## config.mk

```make
export PLATFORM = sky130hd
export DESIGN_NAME = vector_test_sequencer
export DESIGN_NICKNAME = d
export VERILOG_FILES = /design/src/rtl/vts_pkg.sv /design/src/rtl/vector_test_sequencer.sv
export SDC_FILE = /design/constraint.sdc
export NUM_CORES = 1
export LEC_CHECK = 0
export BUFFER_PORTS_ARGS = -buffer_cell sky130_fd_sc_hd__buf_2
export CAP_MARGIN = 0
export CORE_MARGIN = 2
export CORE_UTILIZATION = 47
export DETAILED_ROUTE_END_ITERATION = 10
export GPL_TIMING_DRIVEN = 1
export PLACE_DENSITY = 0.84
export SETUP_SLACK_MARGIN = 0.05
export SYNTH_ARGS = -nofsm -noshare
export SYNTH_HDL_FRONTEND = slang
export SYNTH_SLANG_ARGS = --single-unit
```

## constraint.sdc

```tcl
create_clock -name clk -period 2 [get_ports clk]
set_clock_uncertainty 0.15 [all_clocks]
set_input_delay 0.4 -clock clk [delete_from_list [all_inputs] [get_ports clk]]
set_output_delay 0.4 -clock clk [all_outputs]
set_load 0.01 [all_outputs]
```

## src/rtl/vts_pkg.sv

```systemverilog
// Shared state encoding and width helpers for the vector test sequencer.
package vts_pkg;

    typedef enum logic [2:0] {
        ST_IDLE   = 3'd0,
        ST_FETCH  = 3'd1,
        ST_LOAD   = 3'd2,
        ST_SETTLE = 3'd3,
        ST_CHECK  = 3'd4,
        ST_DONE   = 3'd5
    } vts_state_t;

    function automatic int vts_vec_w(input int in_w, input int out_w);
        return in_w + out_w;
    endfunction

    // Enough bits to count every vector of a run failing.
    function automatic int vts_cnt_w(input int num_vec);
        return $clog2(num_vec + 1);
    endfunction

endpackage

```

## src/rtl/vector_test_sequencer.sv

```systemverilog
// Self-test sequencer: walks stored vectors, drives the DUT, compares and counts mismatches.
// Optional build macro VTS_STOP_ON_FAIL_EN ends a run at the first failing vector.
module vector_test_sequencer
    import vts_pkg::*;
#(
    parameter int IN_W       = 2,
    parameter int OUT_W      = 1,
    parameter int NUM_VEC    = 24,
    parameter int ADDR_W     = 5,
    parameter int SETTLE_CYC = 1,
    localparam int VEC_W     = vts_vec_w(IN_W, OUT_W),
    localparam int CNT_W     = vts_cnt_w(NUM_VEC)
) (
    input  logic              clk,
    input  logic              reset,
    input  logic              start,
    input  logic              abort,
    output logic [ADDR_W-1:0] vec_addr,
    input  logic [VEC_W-1:0]  vec_data,
    output logic [IN_W-1:0]   dut_in,
    input  logic [OUT_W-1:0]  dut_out,
    output logic              busy,
    output logic              done,
    output logic              pass,
    output logic              mismatch,
    output logic [CNT_W-1:0]  err_count,
    output logic [ADDR_W-1:0] first_fail
);

    localparam int SET_W = (SETTLE_CYC > 1) ? $clog2(SETTLE_CYC) : 1;
    localparam logic [SET_W-1:0]  SETTLE_LAST = SET_W'(SETTLE_CYC - 1);
    localparam logic [ADDR_W-1:0] LAST_IDX    = ADDR_W'(NUM_VEC - 1);

    vts_state_t        state;
    vts_state_t        state_next;
    logic [ADDR_W-1:0] idx;
    logic [OUT_W-1:0]  exp_val;
    logic [SET_W-1:0]  settle_cnt;
    logic              check_fail;

    assign check_fail = (dut_out != exp_val);

    always_ff @(posedge clk or posedge reset) begin
        if (reset) begin
            state <= ST_IDLE;
        end else begin
            state <= state_next;
        end
    end

    always_comb begin
        state_next = state;
        case (state)
            ST_IDLE:   if (start) state_next = ST_FETCH;
            ST_FETCH:  state_next = ST_LOAD;
            ST_LOAD:   state_next = ST_SETTLE;
            ST_SETTLE: if (settle_cnt == SETTLE_LAST) state_next = ST_CHECK;
            ST_CHECK: begin
`ifdef VTS_STOP_ON_FAIL_EN
                if (check_fail || idx == LAST_IDX) begin
                    state_next = ST_DONE;
                end else begin
                    state_next = ST_FETCH;
                end
`else
                if (idx == LAST_IDX) begin
                    state_next = ST_DONE;
                end else begin
                    state_next = ST_FETCH;
                end
`endif
            end
            ST_DONE:   if (start) state_next = ST_FETCH;
            default:   state_next = ST_IDLE;
        endcase
        // Abort overrides everything, including a simultaneous start.
        if (abort) begin
            state_next = ST_IDLE;
        end
    end

    always_ff @(posedge clk or posedge reset) begin
        if (reset) begin
            idx        <= '0;
            exp_val    <= '0;
            dut_in     <= '0;
            settle_cnt <= '0;
            err_count  <= '0;
            first_fail <= '0;
            mismatch   <= 1'b0;
        end else begin
            mismatch <= 1'b0;
            if (!abort) begin
                case (state)
                    ST_IDLE, ST_DONE: begin
                        if (start) begin
                            idx        <= '0;
                            err_count  <= '0;
                            first_fail <= '0;
                        end
                    end
                    ST_LOAD: begin
                        dut_in     <= vec_data[VEC_W-1:OUT_W];
                        exp_val    <= vec_data[OUT_W-1:0];
                        settle_cnt <= '0;
                    end
                    ST_SETTLE: begin
                        settle_cnt <= settle_cnt + SET_W'(1);
                    end
                    ST_CHECK: begin
                        if (check_fail) begin
                            err_count <= err_count + CNT_W'(1);
                            mismatch  <= 1'b1;
                            if (err_count == '0) begin
                                first_fail <= idx;
                            end
                        end
                        if (state_next == ST_FETCH) begin
                            idx <= idx + ADDR_W'(1);
                        end
                    end
                    default: begin
                    end
                endcase
            end
        end
    end

    assign vec_addr = idx;
    assign busy     = (state == ST_FETCH) || (state == ST_LOAD) ||
                      (state == ST_SETTLE) || (state == ST_CHECK);
    assign done     = (state == ST_DONE);
    assign pass     = done && (err_count == '0);

endmodule

```

==> metrics.txt <==
# TYPE chip_impl_metric gauge
chip_impl_metric{name="fp-row-count",unit=""} 18
chip_impl_metric{name="dpl_worst_slack",unit="ns"} 0.0398
chip_impl_info{name="worst_r2r_end",value="err_count[4]"} 1
chip_impl_metric{name="worst_slew_margin_rel",unit="%"} 72.1
chip_impl_metric{name="synth_nets",unit=""} 129
chip_impl_metric{name="layout.core_utilization",unit="%"} 66.1
chip_impl_metric{name="maxSlewViolCount",unit=""} 0
chip_impl_metric{name="n_antenna_cell",unit=""} 0
chip_impl_info{name="run_status",value="finished with violations"} 1
chip_impl_metric{name="vias_in_the_first_global_route",unit=""} 1045
chip_impl_metric{name="irDropWorstVdd",unit="mV"} 0.492
chip_impl_info{name="root_buffer",value="sky130_fd_sc_hd__clkbuf_4"} 1
chip_impl_metric{name="port_buffers",unit=""} 28
chip_impl_info{name="layout.cells.most_common_list",value="28 x sky130_fd_sc_hd__buf_2, 21 x sky130_fd_sc_hd__dfrtp_1, 18 x sky130_fd_sc_hd__buf_4"} 1
chip_impl_metric{name="numPlacedInstances",unit=""} 184
chip_impl_metric{name="grt_pass1_wl",unit="um"} 4680
chip_impl_metric{name="io-pin-count",unit=""} 29
chip_impl_metric{name="placed_cell_area",unit="um2"} 1500
chip_impl_metric{name="core-area",unit="um2"} 2500
chip_impl_info{name="crit_path_end_kind",value="output pin"} 1
chip_impl_metric{name="max_freq",unit="MHz"} 466
chip_impl_metric{name="postLayoutSetupSlackWorst",unit="ns"} -0.146
chip_impl_metric{name="floorplan.die.width",unit="um"} 55.8
chip_impl_metric{name="design_power_total",unit="mW"} 1.15
chip_impl_info{name="worst_hold_startpoint",value="vec_data[0]"} 1
chip_impl_metric{name="final_design_area_no_fill",unit="um2"} 1650
chip_impl_info{name="most_common_library_cell_in_the_layout_ignoring_fill_and_taps",value="sky130_fd_sc_hd__buf_2"} 1
chip_impl_metric{name="die_height",unit="um"} 55.8
chip_impl_metric{name="synth_seq_area_share",unit="%"} 45.7
chip_impl_metric{name="netlist_area",unit="um2"} 1260
chip_impl_metric{name="overflow",unit=""} 0
chip_impl_info{name="worst_r2r_startpoint",value="state[1]"} 1
chip_impl_metric{name="yosys.cell_types.count",unit=""} 41
chip_impl_metric{name="dr.first_iter.drc_count",unit=""} 23
chip_impl_metric{name="drive_gt1_share",unit="%"} 47.0
chip_impl_metric{name="grt_antenna_before_repair",unit=""} 0
chip_impl_metric{name="detail-route-antenna-nets",unit=""} 0
chip_impl_metric{name="power.density",unit="nW/um2"} 697
chip_impl_metric{name="final-hold-violation-count",unit=""} 0
chip_impl_metric{name="max_cap_viol_count",unit=""} 0
chip_impl_metric{name="worst_hold_margin",unit="ns"} 0.154
chip_impl_metric{name="die_area",unit="um2"} 3110
chip_impl_metric{name="crit_required",unit="ns"} 1.45
chip_impl_metric{name="clock_latency",unit="ns"} 0.32
chip_impl_metric{name="timing.setup.tns",unit="ns"} -0.146
chip_impl_metric{name="detail_route.wl_per_cell",unit="um"} 14.3
chip_impl_metric{name="sum_of_net_half_perimeters_after_detailed_placement",unit="um"} 2070
chip_impl_metric{name="met2_usage",unit="%"} 32.3
chip_impl_metric{name="post_layout_nonfiller_instances",unit=""} 196
chip_impl_metric{name="cts_buffers",unit=""} 3
chip_impl_metric{name="floorplan.initialDensity",unit="%"} 50.4
chip_impl_metric{name="postSynthRegisterBits",unit=""} 23
chip_impl_metric{name="n_fill_cell",unit=""} 207
chip_impl_metric{name="syn-mean-instance-area",unit="um2"} 10.7
chip_impl_metric{name="cts.clk_slew.worst_paths",unit="ns"} 0.13
chip_impl_info{name="setup.worst_path.start_class",value="flip-flop"} 1
chip_impl_metric{name="h_tree_lvl_count",unit=""} 1
chip_impl_info{name="grt_setup_unrepaired",value="true"} 1
chip_impl_info{name="worstHoldEndpoint",value="exp_val"} 1
chip_impl_info{name="timing.hold.worst.class",value="in2reg"} 1
chip_impl_metric{name="worst_ep_arrival_time",unit="ns"} 1.60
chip_impl_metric{name="final_min_period_over_clock_period",unit="%"} 107
chip_impl_metric{name="track_usage",unit="%"} 19.1
chip_impl_metric{name="worstPathMaxFanout",unit=""} 2
chip_impl_metric{name="synth_cells",unit=""} 118
chip_impl_metric{name="fin_crit",unit="ns"} 2.15
chip_impl_metric{name="dr_total_vias",unit=""} 1073
chip_impl_metric{name="p_leak",unit="nW"} 0.844
chip_impl_metric{name="worst-slew-pin-transition",unit="ns"} 0.414
chip_impl_info{name="busiest_layer",value="met2"} 1
chip_impl_metric{name="finish.net_count",unit=""} 178
chip_impl_metric{name="detail_route.vias_per_cell",unit=""} 5.47
chip_impl_metric{name="first_pass_detailed_route_iteration_total",unit=""} 4
chip_impl_info{name="tritoncts",value="yes"} 1
chip_impl_metric{name="routed_wl",unit="um"} 2800
chip_impl_metric{name="yosysWarnings",unit=""} 0
chip_impl_metric{name="layout-area-overhead-vs-synth",unit="%"} 31.2
chip_impl_metric{name="gr-usage-met3",unit="%"} 2.79
chip_impl_metric{name="worstRegToRegCells",unit=""} 5
chip_impl_info{name="worst_setup_path_category",value="reg2out"} 1
chip_impl_info{name="failing_checks",value="negative setup slack"} 1
chip_impl_metric{name="clock_path_buffers",unit=""} 2
chip_impl_metric{name="timing.final.setup_violations",unit=""} 1
chip_impl_metric{name="groute.layer.met1.usage",unit="%"} 23.8
chip_impl_metric{name="clkSinkCount",unit=""} 23
chip_impl_metric{name="largest_net_degree_at_the_start_of_global_routing",unit=""} 24
chip_impl_metric{name="place.gp.congestion",unit=""} 0.827
chip_impl_metric{name="timing.reg2reg.setup_slack",unit="ns"} 0.01
chip_impl_metric{name="worst_hold_path.num_cells",unit=""} 2
chip_impl_metric{name="remaining_drc_errors",unit=""} 0
[cells in the mapped netlist]
library cell / number / area (um2)
sky130_fd_sc_hd__nand2_4: 1 / 11.3
sky130_fd_sc_hd__a2111oi_0: 1 / 8.76
sky130_fd_sc_hd__o2bb2ai_1: 1 / 8.76
sky130_fd_sc_hd__and4b_1: 1 / 10.0
sky130_fd_sc_hd__buf_6: 2 / 22.5
sky130_fd_sc_hd__nor3_1: 2 / 10.0
sky130_fd_sc_hd__nor3b_1: 1 / 7.51
sky130_fd_sc_hd__nand4b_1: 1 / 8.76
sky130_fd_sc_hd__o21bai_1: 1 / 7.51
sky130_fd_sc_hd__or3b_4: 1 / 11.3
sky130_fd_sc_hd__or4b_1: 1 / 10.0
sky130_fd_sc_hd__and3_1: 1 / 6.26
sky130_fd_sc_hd__nor2_1: 9 / 33.8
sky130_fd_sc_hd__inv_1: 6 / 22.5
sky130_fd_sc_hd__or4_1: 2 / 15.0
sky130_fd_sc_hd__a221o_1: 1 / 10.0
sky130_fd_sc_hd__nor2b_1: 3 / 18.8
sky130_fd_sc_hd__a211oi_2: 1 / 12.5
sky130_fd_sc_hd__o21ba_2: 1 / 10.0
sky130_fd_sc_hd__dfrtp_1: 23 / 576
sky130_fd_sc_hd__mux2i_1: 2 / 20.0
sky130_fd_sc_hd__or2_1: 1 / 6.26
sky130_fd_sc_hd__o21ai_0: 4 / 20.0
sky130_fd_sc_hd__and2_1: 3 / 18.8
sky130_fd_sc_hd__nor4_4: 1 / 21.3
sky130_fd_sc_hd__mux2_2: 7 / 78.8
sky130_fd_sc_hd__or3_1: 2 / 12.5
sky130_fd_sc_hd__xnor2_1: 2 / 17.5
sky130_fd_sc_hd__and4bb_2: 2 / 25.0
sky130_fd_sc_hd__a211oi_1: 1 / 7.51
sky130_fd_sc_hd__o21ai_1: 1 / 5.00
sky130_fd_sc_hd__ha_1: 3 / 37.5
sky130_fd_sc_hd__nand3_1: 4 / 20.0
sky130_fd_sc_hd__a21oi_1: 5 / 25.0
sky130_fd_sc_hd__o211ai_1: 1 / 7.51
sky130_fd_sc_hd__a22o_1: 5 / 43.8
sky130_fd_sc_hd__clkbuf_1: 2 / 7.51
sky130_fd_sc_hd__nand2b_1: 4 / 25.0
sky130_fd_sc_hd__nand2_1: 6 / 22.5
sky130_fd_sc_hd__nor4b_1: 1 / 8.76
sky130_fd_sc_hd__o31ai_1: 1 / 7.51
[worst max path at each step]
stage | startpoint | endpoint | slack (ns) | cells after the start
2_1_floorplan | err_count[0] | first_fail[0] | 0.07 | 6
3_3_place_gp | err_count[0] | first_fail[3] | 0.14 | 6
3_5_place_dp | start | err_count[4] | 0.04 | 5
4_1_cts | err_count[1] | pass | -0.18 | 5
5_1_grt | err_count[0] | pass | -0.21 | 5
6_report | err_count[1] | pass | -0.15 | 5
[kinds of logic (layout without fill, tap and decap cells)]
kind of cell / Yosys count / count (layout) / synth area share [%]
AND/OR/NAND/NOR: 47 / 47 / 24.1
XOR/XNOR: 2 / 2 / 1.39
flip-flops: 23 / 23 / 45.7
adder cells (fa/ha/maj): 3 / 3 / 2.98
AO/OA/AOI/OAI: 24 / 24 / 13.8
buffers and inverters: 10 / 58 / 4.17
multiplexers: 9 / 9 / 7.85
[timing repair]
action,in CTS,in global routing
hold buffers,1,0
endpoints found under the hold margin,23,0
pin swaps,3,6
setup endpoints to repair,3,10
setup buffers,3,4
cloned,0,0
gates resized for setup,9,10
[layout make-up]
type	instances	area, um2	area share [%]
well taps	30	37.5	2.27
inverters	6	22.5	1.36
multi-input cells	85	689	41.7
repair buffers	48	297	18.0
clock buffers	3	22.5	1.36
flip-flops and latches	23	578	35.0
clock inverters	1	5.00	0.303
[sequential cells by signal, indices dropped and copies added (netlist names)]
signal / cells
first_fail: 5
dut_in: 2
mismatch: 1
err_count: 5
settle_cnt: 1
exp_val: 1
vec_addr: 5
state: 3
[worst max-delay path: stages, from the launching register on]
cell	delay, ns
sky130_fd_sc_hd__dfrtp_1	0.41
sky130_fd_sc_hd__inv_2	0.07
sky130_fd_sc_hd__ha_4	0.12
sky130_fd_sc_hd__or4b_4	0.46
sky130_fd_sc_hd__nor2_2	0.09
sky130_fd_sc_hd__buf_2	0.13
[routing by layer]
metal	share of wire [%]	wire, um
met2	49	1370
met3	4.9	137
met5	0	0
met1	44	1220
met4	2.3	64
[where the power goes]
group | switching [mW] | total (mW) | internal [mW]
clock network | 0.146 | 0.221 | 0.0750
registers | 0.0384 | 0.554 | 0.516
logic | 0.190 | 0.375 | 0.185
total | 0.375 | 1.15 | 0.776
(Power assumes the default switching activity.)
